--- src/rtl/reg_ref_file_pkg.sv ---
// rtl/reg_ref_file_pkg.sv - shared widths, register-address type and helpers for the reference register file
package reg_ref_file_pkg;

    // Register-address definitions (register zero lives here with the address type)
    localparam int REG_ADDR_WIDTH = 5;
    localparam logic [REG_ADDR_WIDTH-1:0] REG_ZERO = '0;

    // Defaults for the data bus and the ROB tag bus
    localparam int DATA_WIDTH_DEF     = 32;
    localparam int ROB_ADDR_WIDTH_DEF = 5;
    localparam int REG_COUNT_DEF      = 32;

    typedef logic [REG_ADDR_WIDTH-1:0] reg_addr_t;

    function automatic logic is_zero_reg(input reg_addr_t addr);
        return addr == REG_ZERO;
    endfunction

endpackage

--- src/rtl/reg_ref_file_if.sv ---
// rtl/reg_ref_file_if.sv - decode/commit request bus of the reference register file
//
// master: decode/commit side (drives reads, allocations, commits, flush)
// slave : register file (returns is_ref/data per read port)
interface reg_ref_file_if
    import reg_ref_file_pkg::*;
#(
    parameter int ROB_ADDR_WIDTH = ROB_ADDR_WIDTH_DEF,
    parameter int DATA_WIDTH     = DATA_WIDTH_DEF
);
    logic                      read_en_1;
    reg_addr_t                 read_addr_1;
    logic                      read_is_ref_1;
    logic [DATA_WIDTH-1:0]     read_data_1;

    logic                      read_en_2;
    reg_addr_t                 read_addr_2;
    logic                      read_is_ref_2;
    logic [DATA_WIDTH-1:0]     read_data_2;

    logic                      alloc_en;
    reg_addr_t                 alloc_addr;
    logic [ROB_ADDR_WIDTH-1:0] alloc_tag;

    logic                      commit_en;
    reg_addr_t                 commit_addr;
    logic [ROB_ADDR_WIDTH-1:0] commit_tag;
    logic [DATA_WIDTH-1:0]     commit_data;

    logic                      flush;

    modport master (
        output read_en_1, read_addr_1, read_en_2, read_addr_2,
        output alloc_en, alloc_addr, alloc_tag,
        output commit_en, commit_addr, commit_tag, commit_data,
        output flush,
        input  read_is_ref_1, read_data_1, read_is_ref_2, read_data_2
    );

    modport slave (
        input  read_en_1, read_addr_1, read_en_2, read_addr_2,
        input  alloc_en, alloc_addr, alloc_tag,
        input  commit_en, commit_addr, commit_tag, commit_data,
        input  flush,
        output read_is_ref_1, read_data_1, read_is_ref_2, read_data_2
    );

endinterface

--- src/rtl/reg_ref_read_port.sv ---
// rtl/reg_ref_read_port.sv - combinational priority mux for one register read port
//
// Inputs : read_en/read_addr, the addressed register's busy/tag/value, the commit bus
// Outputs: is_ref (data carries a ROB tag), data (value or zero-extended tag)
module reg_ref_read_port
    import reg_ref_file_pkg::*;
#(
    parameter int ROB_ADDR_WIDTH = ROB_ADDR_WIDTH_DEF,
    parameter int DATA_WIDTH     = DATA_WIDTH_DEF
) (
    input  logic                      read_en,
    input  reg_addr_t                 read_addr,
    input  logic                      busy,
    input  logic [ROB_ADDR_WIDTH-1:0] tag,
    input  logic [DATA_WIDTH-1:0]     value,
    input  logic                      commit_en,
    input  reg_addr_t                 commit_addr,
    input  logic [ROB_ADDR_WIDTH-1:0] commit_tag,
    input  logic [DATA_WIDTH-1:0]     commit_data,
    output logic                      is_ref,
    output logic [DATA_WIDTH-1:0]     data
);

    always_comb begin
        is_ref = 1'b0;
        data   = '0;
        if (read_en && !is_zero_reg(read_addr)) begin
            if (busy && commit_en && commit_addr == read_addr && commit_tag == tag) begin
                // Producer retiring this very cycle: forward its value instead of the tag
                data = commit_data;
            end else if (busy) begin
                is_ref = 1'b1;
                data   = DATA_WIDTH'(tag);
            end else begin
                data = value;
            end
        end
    end

endmodule

--- src/rtl/reg_ref_file.sv ---
// rtl/reg_ref_file.sv - architectural register file with per-register rename status
//
// Ports: clk, rst (async active-low), bus (slave modport of reg_ref_file_if:
//        two read ports, allocate, commit, flush)
module reg_ref_file
    import reg_ref_file_pkg::*;
#(
    parameter int ROB_ADDR_WIDTH = ROB_ADDR_WIDTH_DEF,
    parameter int DATA_WIDTH     = DATA_WIDTH_DEF,
    parameter int REG_COUNT      = REG_COUNT_DEF
) (
    input  logic          clk,
    input  logic          rst,
    reg_ref_file_if.slave bus
);

    logic [DATA_WIDTH-1:0]     value_q [REG_COUNT];
    logic [ROB_ADDR_WIDTH-1:0] tag_q   [REG_COUNT];
    logic [REG_COUNT-1:0]      busy_q;

    // Later assignments in this block take precedence: commit clears busy,
    // flush overrides that, and a surviving allocation overrides both.
    always_ff @(posedge clk or negedge rst) begin
        if (!rst) begin
            for (int i = 0; i < REG_COUNT; i++) begin
                value_q[i] <= '0;
                tag_q[i]   <= '0;
            end
            busy_q <= '0;
        end else begin
            if (bus.commit_en && !is_zero_reg(bus.commit_addr)) begin
                value_q[bus.commit_addr] <= bus.commit_data;
                // A younger producer keeps the register busy
                if (tag_q[bus.commit_addr] == bus.commit_tag)
                    busy_q[bus.commit_addr] <= 1'b0;
            end
            if (bus.flush)
                busy_q <= '0;
            if (bus.alloc_en && !bus.flush && !is_zero_reg(bus.alloc_addr)) begin
                busy_q[bus.alloc_addr] <= 1'b1;
                tag_q[bus.alloc_addr]  <= bus.alloc_tag;
            end
        end
    end

    reg_ref_read_port #(
        .ROB_ADDR_WIDTH (ROB_ADDR_WIDTH),
        .DATA_WIDTH     (DATA_WIDTH)
    ) u_read_port_1 (
        .read_en     (bus.read_en_1),
        .read_addr   (bus.read_addr_1),
        .busy        (busy_q[bus.read_addr_1]),
        .tag         (tag_q[bus.read_addr_1]),
        .value       (value_q[bus.read_addr_1]),
        .commit_en   (bus.commit_en),
        .commit_addr (bus.commit_addr),
        .commit_tag  (bus.commit_tag),
        .commit_data (bus.commit_data),
        .is_ref      (bus.read_is_ref_1),
        .data        (bus.read_data_1)
    );

    reg_ref_read_port #(
        .ROB_ADDR_WIDTH (ROB_ADDR_WIDTH),
        .DATA_WIDTH     (DATA_WIDTH)
    ) u_read_port_2 (
        .read_en     (bus.read_en_2),
        .read_addr   (bus.read_addr_2),
        .busy        (busy_q[bus.read_addr_2]),
        .tag         (tag_q[bus.read_addr_2]),
        .value       (value_q[bus.read_addr_2]),
        .commit_en   (bus.commit_en),
        .commit_addr (bus.commit_addr),
        .commit_tag  (bus.commit_tag),
        .commit_data (bus.commit_data),
        .is_ref      (bus.read_is_ref_2),
        .data        (bus.read_data_2)
    );

endmodule

--- src/flat_wrapper.sv ---
// flat-port wrapper written by rule: the top's interface ports become plain ports
module reg_ref_file_flat import reg_ref_file_pkg::*;
#(
    parameter int ROB_ADDR_WIDTH = ROB_ADDR_WIDTH_DEF,
    parameter int DATA_WIDTH     = DATA_WIDTH_DEF,
    parameter int REG_COUNT      = REG_COUNT_DEF
)
  (clk, rst, bus_read_en_1, bus_read_addr_1, bus_read_en_2, bus_read_addr_2, bus_alloc_en, bus_alloc_addr, bus_alloc_tag, bus_commit_en, bus_commit_addr, bus_commit_tag, bus_commit_data, bus_flush, bus_read_is_ref_1, bus_read_data_1, bus_read_is_ref_2, bus_read_data_2);
  reg_ref_file_if #(.ROB_ADDR_WIDTH(ROB_ADDR_WIDTH), .DATA_WIDTH(DATA_WIDTH)) bus_i ();
  input  logic clk;
  input  logic rst;
  input wire logic [$bits(bus_i.read_en_1)-1:0] bus_read_en_1;
  input wire logic [$bits(bus_i.read_addr_1)-1:0] bus_read_addr_1;
  input wire logic [$bits(bus_i.read_en_2)-1:0] bus_read_en_2;
  input wire logic [$bits(bus_i.read_addr_2)-1:0] bus_read_addr_2;
  input wire logic [$bits(bus_i.alloc_en)-1:0] bus_alloc_en;
  input wire logic [$bits(bus_i.alloc_addr)-1:0] bus_alloc_addr;
  input wire logic [$bits(bus_i.alloc_tag)-1:0] bus_alloc_tag;
  input wire logic [$bits(bus_i.commit_en)-1:0] bus_commit_en;
  input wire logic [$bits(bus_i.commit_addr)-1:0] bus_commit_addr;
  input wire logic [$bits(bus_i.commit_tag)-1:0] bus_commit_tag;
  input wire logic [$bits(bus_i.commit_data)-1:0] bus_commit_data;
  input wire logic [$bits(bus_i.flush)-1:0] bus_flush;
  output wire logic [$bits(bus_i.read_is_ref_1)-1:0] bus_read_is_ref_1;
  output wire logic [$bits(bus_i.read_data_1)-1:0] bus_read_data_1;
  output wire logic [$bits(bus_i.read_is_ref_2)-1:0] bus_read_is_ref_2;
  output wire logic [$bits(bus_i.read_data_2)-1:0] bus_read_data_2;
  assign bus_i.read_en_1 = bus_read_en_1;
  assign bus_i.read_addr_1 = bus_read_addr_1;
  assign bus_i.read_en_2 = bus_read_en_2;
  assign bus_i.read_addr_2 = bus_read_addr_2;
  assign bus_i.alloc_en = bus_alloc_en;
  assign bus_i.alloc_addr = bus_alloc_addr;
  assign bus_i.alloc_tag = bus_alloc_tag;
  assign bus_i.commit_en = bus_commit_en;
  assign bus_i.commit_addr = bus_commit_addr;
  assign bus_i.commit_tag = bus_commit_tag;
  assign bus_i.commit_data = bus_commit_data;
  assign bus_i.flush = bus_flush;
  assign bus_read_is_ref_1 = bus_i.read_is_ref_1;
  assign bus_read_data_1 = bus_i.read_data_1;
  assign bus_read_is_ref_2 = bus_i.read_is_ref_2;
  assign bus_read_data_2 = bus_i.read_data_2;
  reg_ref_file #(.ROB_ADDR_WIDTH(ROB_ADDR_WIDTH), .DATA_WIDTH(DATA_WIDTH), .REG_COUNT(REG_COUNT)) u_core (.clk(clk), .rst(rst), .bus(bus_i));
endmodule
--- config.mk ---
export PLATFORM = sky130hd
export DESIGN_NAME = reg_ref_file_flat
export DESIGN_NICKNAME = d
export VERILOG_FILES = /design/src/rtl/reg_ref_file_pkg.sv /design/src/rtl/reg_ref_file_if.sv /design/src/rtl/reg_ref_read_port.sv /design/src/rtl/reg_ref_file.sv /design/src/flat_wrapper.sv
export SDC_FILE = /design/constraint.sdc
export NUM_CORES = 2
export LEC_CHECK = 0
export CAP_MARGIN = 20
export CELL_PAD_IN_SITES_DETAIL_PLACEMENT = 0
export CELL_PAD_IN_SITES_GLOBAL_PLACEMENT = 1
export CORE_MARGIN = 8
export CORE_UTILIZATION = 54
export CTS_BUF_LIST = sky130_fd_sc_hd__clkbuf_4 sky130_fd_sc_hd__clkbuf_8 sky130_fd_sc_hd__clkbuf_16
export DETAILED_ROUTE_END_ITERATION = 16
export PLACE_DENSITY = 0.8
export SETUP_SLACK_MARGIN = 0.02
export SLEW_MARGIN = 0
export SYNTH_ARGS = -nofsm -noshare
export SYNTH_HDL_FRONTEND = slang
export SYNTH_SLANG_ARGS = --single-unit
--- constraint.sdc ---
create_clock -name clk -period 7.4 [get_ports clk]
set_input_delay 1.85 -clock clk [delete_from_list [all_inputs] [get_ports clk]]
set_output_delay 1.85 -clock clk [all_outputs]
set_load 0.02 [all_outputs]
=== Word level (Yosys, flattened, before mapping) ===
Index checks and enable logic that the tools add are counted.
W data, S select, Z words.

* Register bits after elaboration: 1216
* Bits of input ports: 69
* Word-level logic and storage cells: 158

* Order comparisons: 12
* Eq/ne operators: 5
* Multiplexer cells: 45
* Bitwise gates (word level): 7
* Reductions and logical operators: 24

{| class="wikitable"
|+ Operators by type and width
! operator !! number
|-
| $bwmux W1024 || 1
|-
| $mux W32 || 15
|-
| $bmux W32 S5 || 2
|-
| $bwmux W160 || 1
|-
| $demux W32 S5 || 1
|-
| $bmux W5 S5 || 3
|-
| $mux W5 || 7
|-
| $and A32 B32 Y32 || 1
|-
| $not A32 Y32 || 1
|-
| $or A32 B32 Y32 || 1
|-
| $demux W5 S5 || 1
|-
| $eq A5 B5 Y1 || 5
|-
| $ge A6 B6 Y1 const B || 4
|-
| $lt A5 B6 Y1 const B || 4
|-
| $not A5 Y6 || 4
|-
| $logic_not A5 Y1 || 4
|-
| $logic_and A1 B1 Y1 || 15
|-
| $lt A6 B1 Y1 const B || 2
|-
| $bmux W1 S5 || 2
|-
| $demux W1 S5 || 2
|-
| $ge A5 B1 Y1 const B || 2
|-
| $mux W1 || 10
|-
| $logic_not A1 Y1 || 5
|}

=== Longest topological paths before layout ===
* Word-level depth: 11
* Mapped depth: 14
* Depth with buffers taken out: 7

=== Modules after synthesis ===
A second synthesis with hierarchy kept.

* Cell total of the unflattened synthesis: 4213
* Area total of the unflattened synthesis: 66921.7 µm²

{| class="wikitable"
|+ By module, submodules not included
! module !! times used !! cells each !! area each (µm²)
|-
| reg_ref_file || 1 || 4071 || 65755.6
|-
| reg_ref_read_port || 2 || 71 || 583.1
|}

=== Worst setup path after synthesis ===
No wires, ideal clock.

* Kind: input to output
* Start point: in bus_read_addr_1[0]
* End point: out bus_read_data_1[31]
* Arrival time: 4657 ps
* Data required time: 5550 ps
* Setup slack: 893 ps
* Stages: 12
* Path buffers: 6
* Cells stage by stage: buf_2 -> buf_4 -> buf_4 -> buf_6 -> buf_2 -> buf_1 -> mux4_2 -> mux4_2 -> nand2_1 -> nand2_1 -> nand2_1 -> o21ai_0

* Longest elaborated chain between the ends: 8
* Elaborated cells between the ends (all ways): 20
* Those cells by class: eq/ne: 2; mux: 11; bitwise: 1; reduce/logical: 6

{| class="wikitable"
|+ RTL lines
! what !! line !! RTL
|-
| start, declared || flat_wrapper.sv:13 || <nowiki>input wire logic [$bits(bus_i.read_addr_1)-1:0] bus_read_addr_1;</nowiki>
|-
| $not A5 Y6 (implied by the code) || reg_ref_file.sv:53, reg_ref_file.sv:54 ||
|-
| $bmux W5 S5 || reg_ref_file.sv:53 || <nowiki>.tag (tag_q[bus.read_addr_1]),</nowiki>
|-
| $mux W5 (implied by the code) (2 in series) || reg_ref_file.sv:53 ||
|-
| $eq A5 B5 Y1 || reg_ref_read_port.sv:28 || <nowiki>if (busy && commit_en && commit_addr == read_addr && commit_tag == tag) begin</nowiki>
|-
| $logic_and A1 B1 Y1 || reg_ref_read_port.sv:28 ||
|-
| $mux W32 || reg_ref_read_port.sv:28 ||
|-
| $mux W32 (*) || reg_ref_read_port.sv:27 || <nowiki>if (read_en && !is_zero_reg(read_addr)) begin</nowiki>
|-
| end, declared || flat_wrapper.sv:25 || <nowiki>output wire logic [$bits(bus_i.read_data_1)-1:0] bus_read_data_1;</nowiki>
|}

Every way passes the cells marked *; elsewhere a longest branch is shown, timed or not. The select of a mux whose other input is x is not followed.

=== Worst setup path in the final report ===
* Start point: in bus_read_addr_1[3]
* End point: out bus_read_data_1[0]

Same word-level chain as after synthesis.

==> impl_metrics.yaml <==
logic_synthesis:
  synth-simple-area-share_pct: 3.15
  synthMuxAreaShare_pct: 45.8
  synth_top_family_by_area: "multiplexers"
  synthAdderAreaFrac_pct: 0
  ys_seq_elements: 1216
  synth_xor_area_share_pct: 0.246
  yosysWarnings: 0
  synth.net_count: 4535
  synth_compound_area_share_pct: 2.52
  syn-instance-count: 4466
  syn-cell-area_mm2: 0.0676
  postSynth.asyncResetShare_pct: 100
  synth-edff-count: 0
  synth_area_per_cell_um2: 15.1
  seq_area_frac_synth_pct: 45.0
  ys.flop_type: "dfrtp_1"
  ys_types: 66
sta:
  maxSlewHeadroom_pct: 20.5
  fin_crit_ps: 7330
  drv_slew: 0
  tns_ps: 0
  post-route-period-util_pct: 99.0
  clock.fmax_mhz: 137
  rsz0062_at_grt: "no"
  hold_viol_final: 0
  setup_violations: 0
  fin_skew_ps: 20.4
  tightest_slew_ps: 1190
pwr:
  p_seq_share_pct: 44.0
  swShare_pct: 27.0
  peakVddDrop_mv: 0.209
  power_density_mw_per_mm2: 261
  pwr-share-clk_pct: 34.6
  p_comb_share_pct: 21.4
  netSwitchingPower_w: 0.00535
  cellLeakagePower_nw: 32.7
  p_int_w: 0.0144
die:
  die_w_um: 370
  ioPinCount: 135
  num_rows: 130
  die_y_um: 370
  core_mm2: 0.125
  initial_core_util_pct: 54.2
  dieArea_mm2: 0.137
clocking:
  clockRootBuffer: "clkbuf_16"
  h-tree-depth: 4
  clock_latency_ps: 760
  cts_tree: "built"
  clockBufferDepth: 3
  cts_inserted_buffers: 137
  postCtsSetupRepairBufs: 0
  clock-sinks: 1216
  clk_pin_slew_ps: 50
  cts_hold_buf: 0
global_routing:
  gr-usage-met1_pct: 41.0
  grt_usage_pct: 30.0
  use_met2_pct: 46.8
  grt_start_max_net_pins: 176
  grt_pass1_vias: 44500
  antenna_found_initial: 5
  grt_pass1_wl_mm: 305
  grt_use_met3_pct: 6.53
  busiest_layer: "met2"
  grt_overflow: 0
critical_path:
  required_ps: 5550
  worstRegToRegCells: 8
  critPathSlowestCell: "clkdlybuf4s50_1"
  slowest_delay_ps: 660
  endpoint_kind: "output port"
  critPathLaunchType: "primary input"
  worst-path-max-fanout: 23
  worst-setup-path-type: "primary input to output port"
  path_cells: "clkdlybuf4s50_1, buf_12, mux4_2, mux2i_1, mux2_2, o211ai_1, a211oi_2, o2111ai_4, buf_4, mux2i_1, clkdlybuf4s50_1"
  arrival_ps: 5480
final_layout:
  fillers: 9392
  instances_no_fill: 6148
  final_core_util_pct: 60.6
  areaGrowthSynthToFinish_pct: 12.0
  nets: 4462
  drive_above_1_share_pct: 53.1
routing:
  via_count: 43200
  routed_wl_mm: 204
  firstDrtPassIters: 5
  wl_per_cell_um: 33.2
  drtIter0Drc: 4324
  drc: 0
  viasPerCell: 7.02
  ant_nets: 0
place:
  numPlacedInstances: 5894
  finalWeightedCongestion: 0.948
  port_buffers: 134
  post-dp-hpwl_mm: 119
status:
  outcome: "completed"
hold_path:
  hold_path.class: "flip-flop to flip-flop"
  min_path_cells: 0
run:
  drv_cap: 0
cell families after synthesis:
kind of cell    Yosys count
compound gates          229
buf+inv                 524
xor+xnor                 19
mux                    2009
flops                  1216
simple gates            469
cells in the mapped netlist, types with 8 or more instances:
cell,count,area [um^2]
buf_1,95,357
nor4_1,13,81.3
mux2i_1,100,1000
a21oi_1,21,105
buf_2,71,355
mux2_2,1160,13100
nand2_1,280,1050
dfrtp_1,1216,30400
buf_6,12,135
a22o_1,8,70.1
o221ai_1,9,78.8
nor2b_1,11,68.8
nand2b_1,11,68.8
nor2_1,65,244
buf_4,20,150
o311ai_0,17,149
xnor2_1,11,96.3
a21boi_0,28,210
inv_1,8,30.0
nor4b_1,11,96.3
a41o_1,27,270
clkbuf_1,312,1170
or2_2,8,50.1
o21ai_0,36,180
nand3_1,18,90.1
a22oi_1,34,255
mux4_2,739,16600
mux4_1,8,210
xor2_1,8,70.1
per-stage QoR:
step,power (W),setup WS [ps],hold WS (ps),instance area (um^2)
6_report,0.0198,74.2,391,75700
5_1_grt,0.0206,25.6,405,75700
4_1_cts,0.0199,102,397,75500
3_5_place_dp,0.0130,126,383,71000
3_3_place_gp,0.0128,126,376,71000
2_1_floorplan,0.0117,893,441,67600
worst max-delay path, delay by kind of cell:
kind,cells,cell delay (ps)
compound gates,3,540
buf+inv,4,1780
mux,4,1270
repair_timing:
action                                  CTS  global route
endpoints found under the hold margin     0             0
endpoints found under the setup margin    0            28
gates resized for setup                   0             2
layer usage:
metal | up-vias | share of wire, %
met1 | 23400 | 40
met2 | 2036 | 47
met3 | 526 | 8.3
met5 | - | 0.018
li1 | 17200 | -
met4 | 6 | 4.7
layout make-up:
| cell class | instances | area, um^2 | share of cell area (%) |
|---|---|---|---|
| flip-flops and latches | 1216 | 30400 | 40.2 |
| well taps | 1650 | 2060 | 2.73 |
| clock buffers | 197 | 4080 | 5.38 |
| diodes | 2 | 5.00 | 0.00661 |
| inverters | 10 | 47.5 | 0.0628 |
| multi-input cells | 2726 | 35300 | 46.7 |
| clock inverters | 45 | 450 | 0.595 |
| repair buffers | 302 | 3310 | 4.38 |
path summary, 6_finish.rpt:
kind / start / endpoint / slack [ps]
worst min register to register: u_core.value_q[1015]$_DFFE_PN0P_ / u_core.value_q[1015]$_DFFE_PN0P_ / 390
min in group asynchronous: rst / u_core.tag_q[58]$_DFFE_PN0P_ / 1040
worst max register to register: u_core.tag_q[83]$_DFFE_PN0P_ / u_core.busy_q[31]$_DFF_PN0_ / 4390
worst max-delay path: bus_read_addr_1[3] / bus_read_data_1[0] / 70
max in group asynchronous: rst / u_core.value_q[560]$_DFFE_PN0P_ / 4600
worst min-delay path: u_core.value_q[1015]$_DFFE_PN0P_ / u_core.value_q[1015]$_DFFE_PN0P_ / 390
power groups by stage:
| stage | Combinational, W | Sequential (W) | Clock, W |
|---|---|---|---|
| 3_3_place_gp | 0.00414 | 0.00867 | 0 |
| 6_report | 0.00423 | 0.00871 | 0.00685 |
| 5_1_grt | 0.00450 | 0.00886 | 0.00721 |
| 2_1_floorplan | 0.00318 | 0.00848 | 0 |
| 3_5_place_dp | 0.00422 | 0.00878 | 0 |
| 4_1_cts | 0.00423 | 0.00867 | 0.00695 |
cell usage in the layout, fill, tap and decap left out, types with 9 or more instances in the layout:
cell type and count:
o221ai_1 9, dfrtp_1 1216, nor2_4 12, nand3_1 14, buf_4 120, mux2i_1 100
a21oi_1 21, a22oi_1 34, mux2_2 1160, o311ai_0 17, nor4b_1 11, nand2b_1 11
mux4_2 739, inv_6 9, nand2_1 265, clkbuf_8 29, nor2_1 51, nand2_4 15
o21ai_0 36, clkbuf_4 30, xnor2_1 11, clkbuf_16 141, a21boi_0 28, clkdlybuf4s50_1 120
a41o_1 27, nor2b_1 11, buf_12 44, clkinv_2 23
flip-flops by register name, indices dropped and copies added, names as in the netlist:
signal          cells
u_core.value_q   1024
u_core.busy_q      32
u_core.tag_q      160
Power figures use the tool's default switching activity.
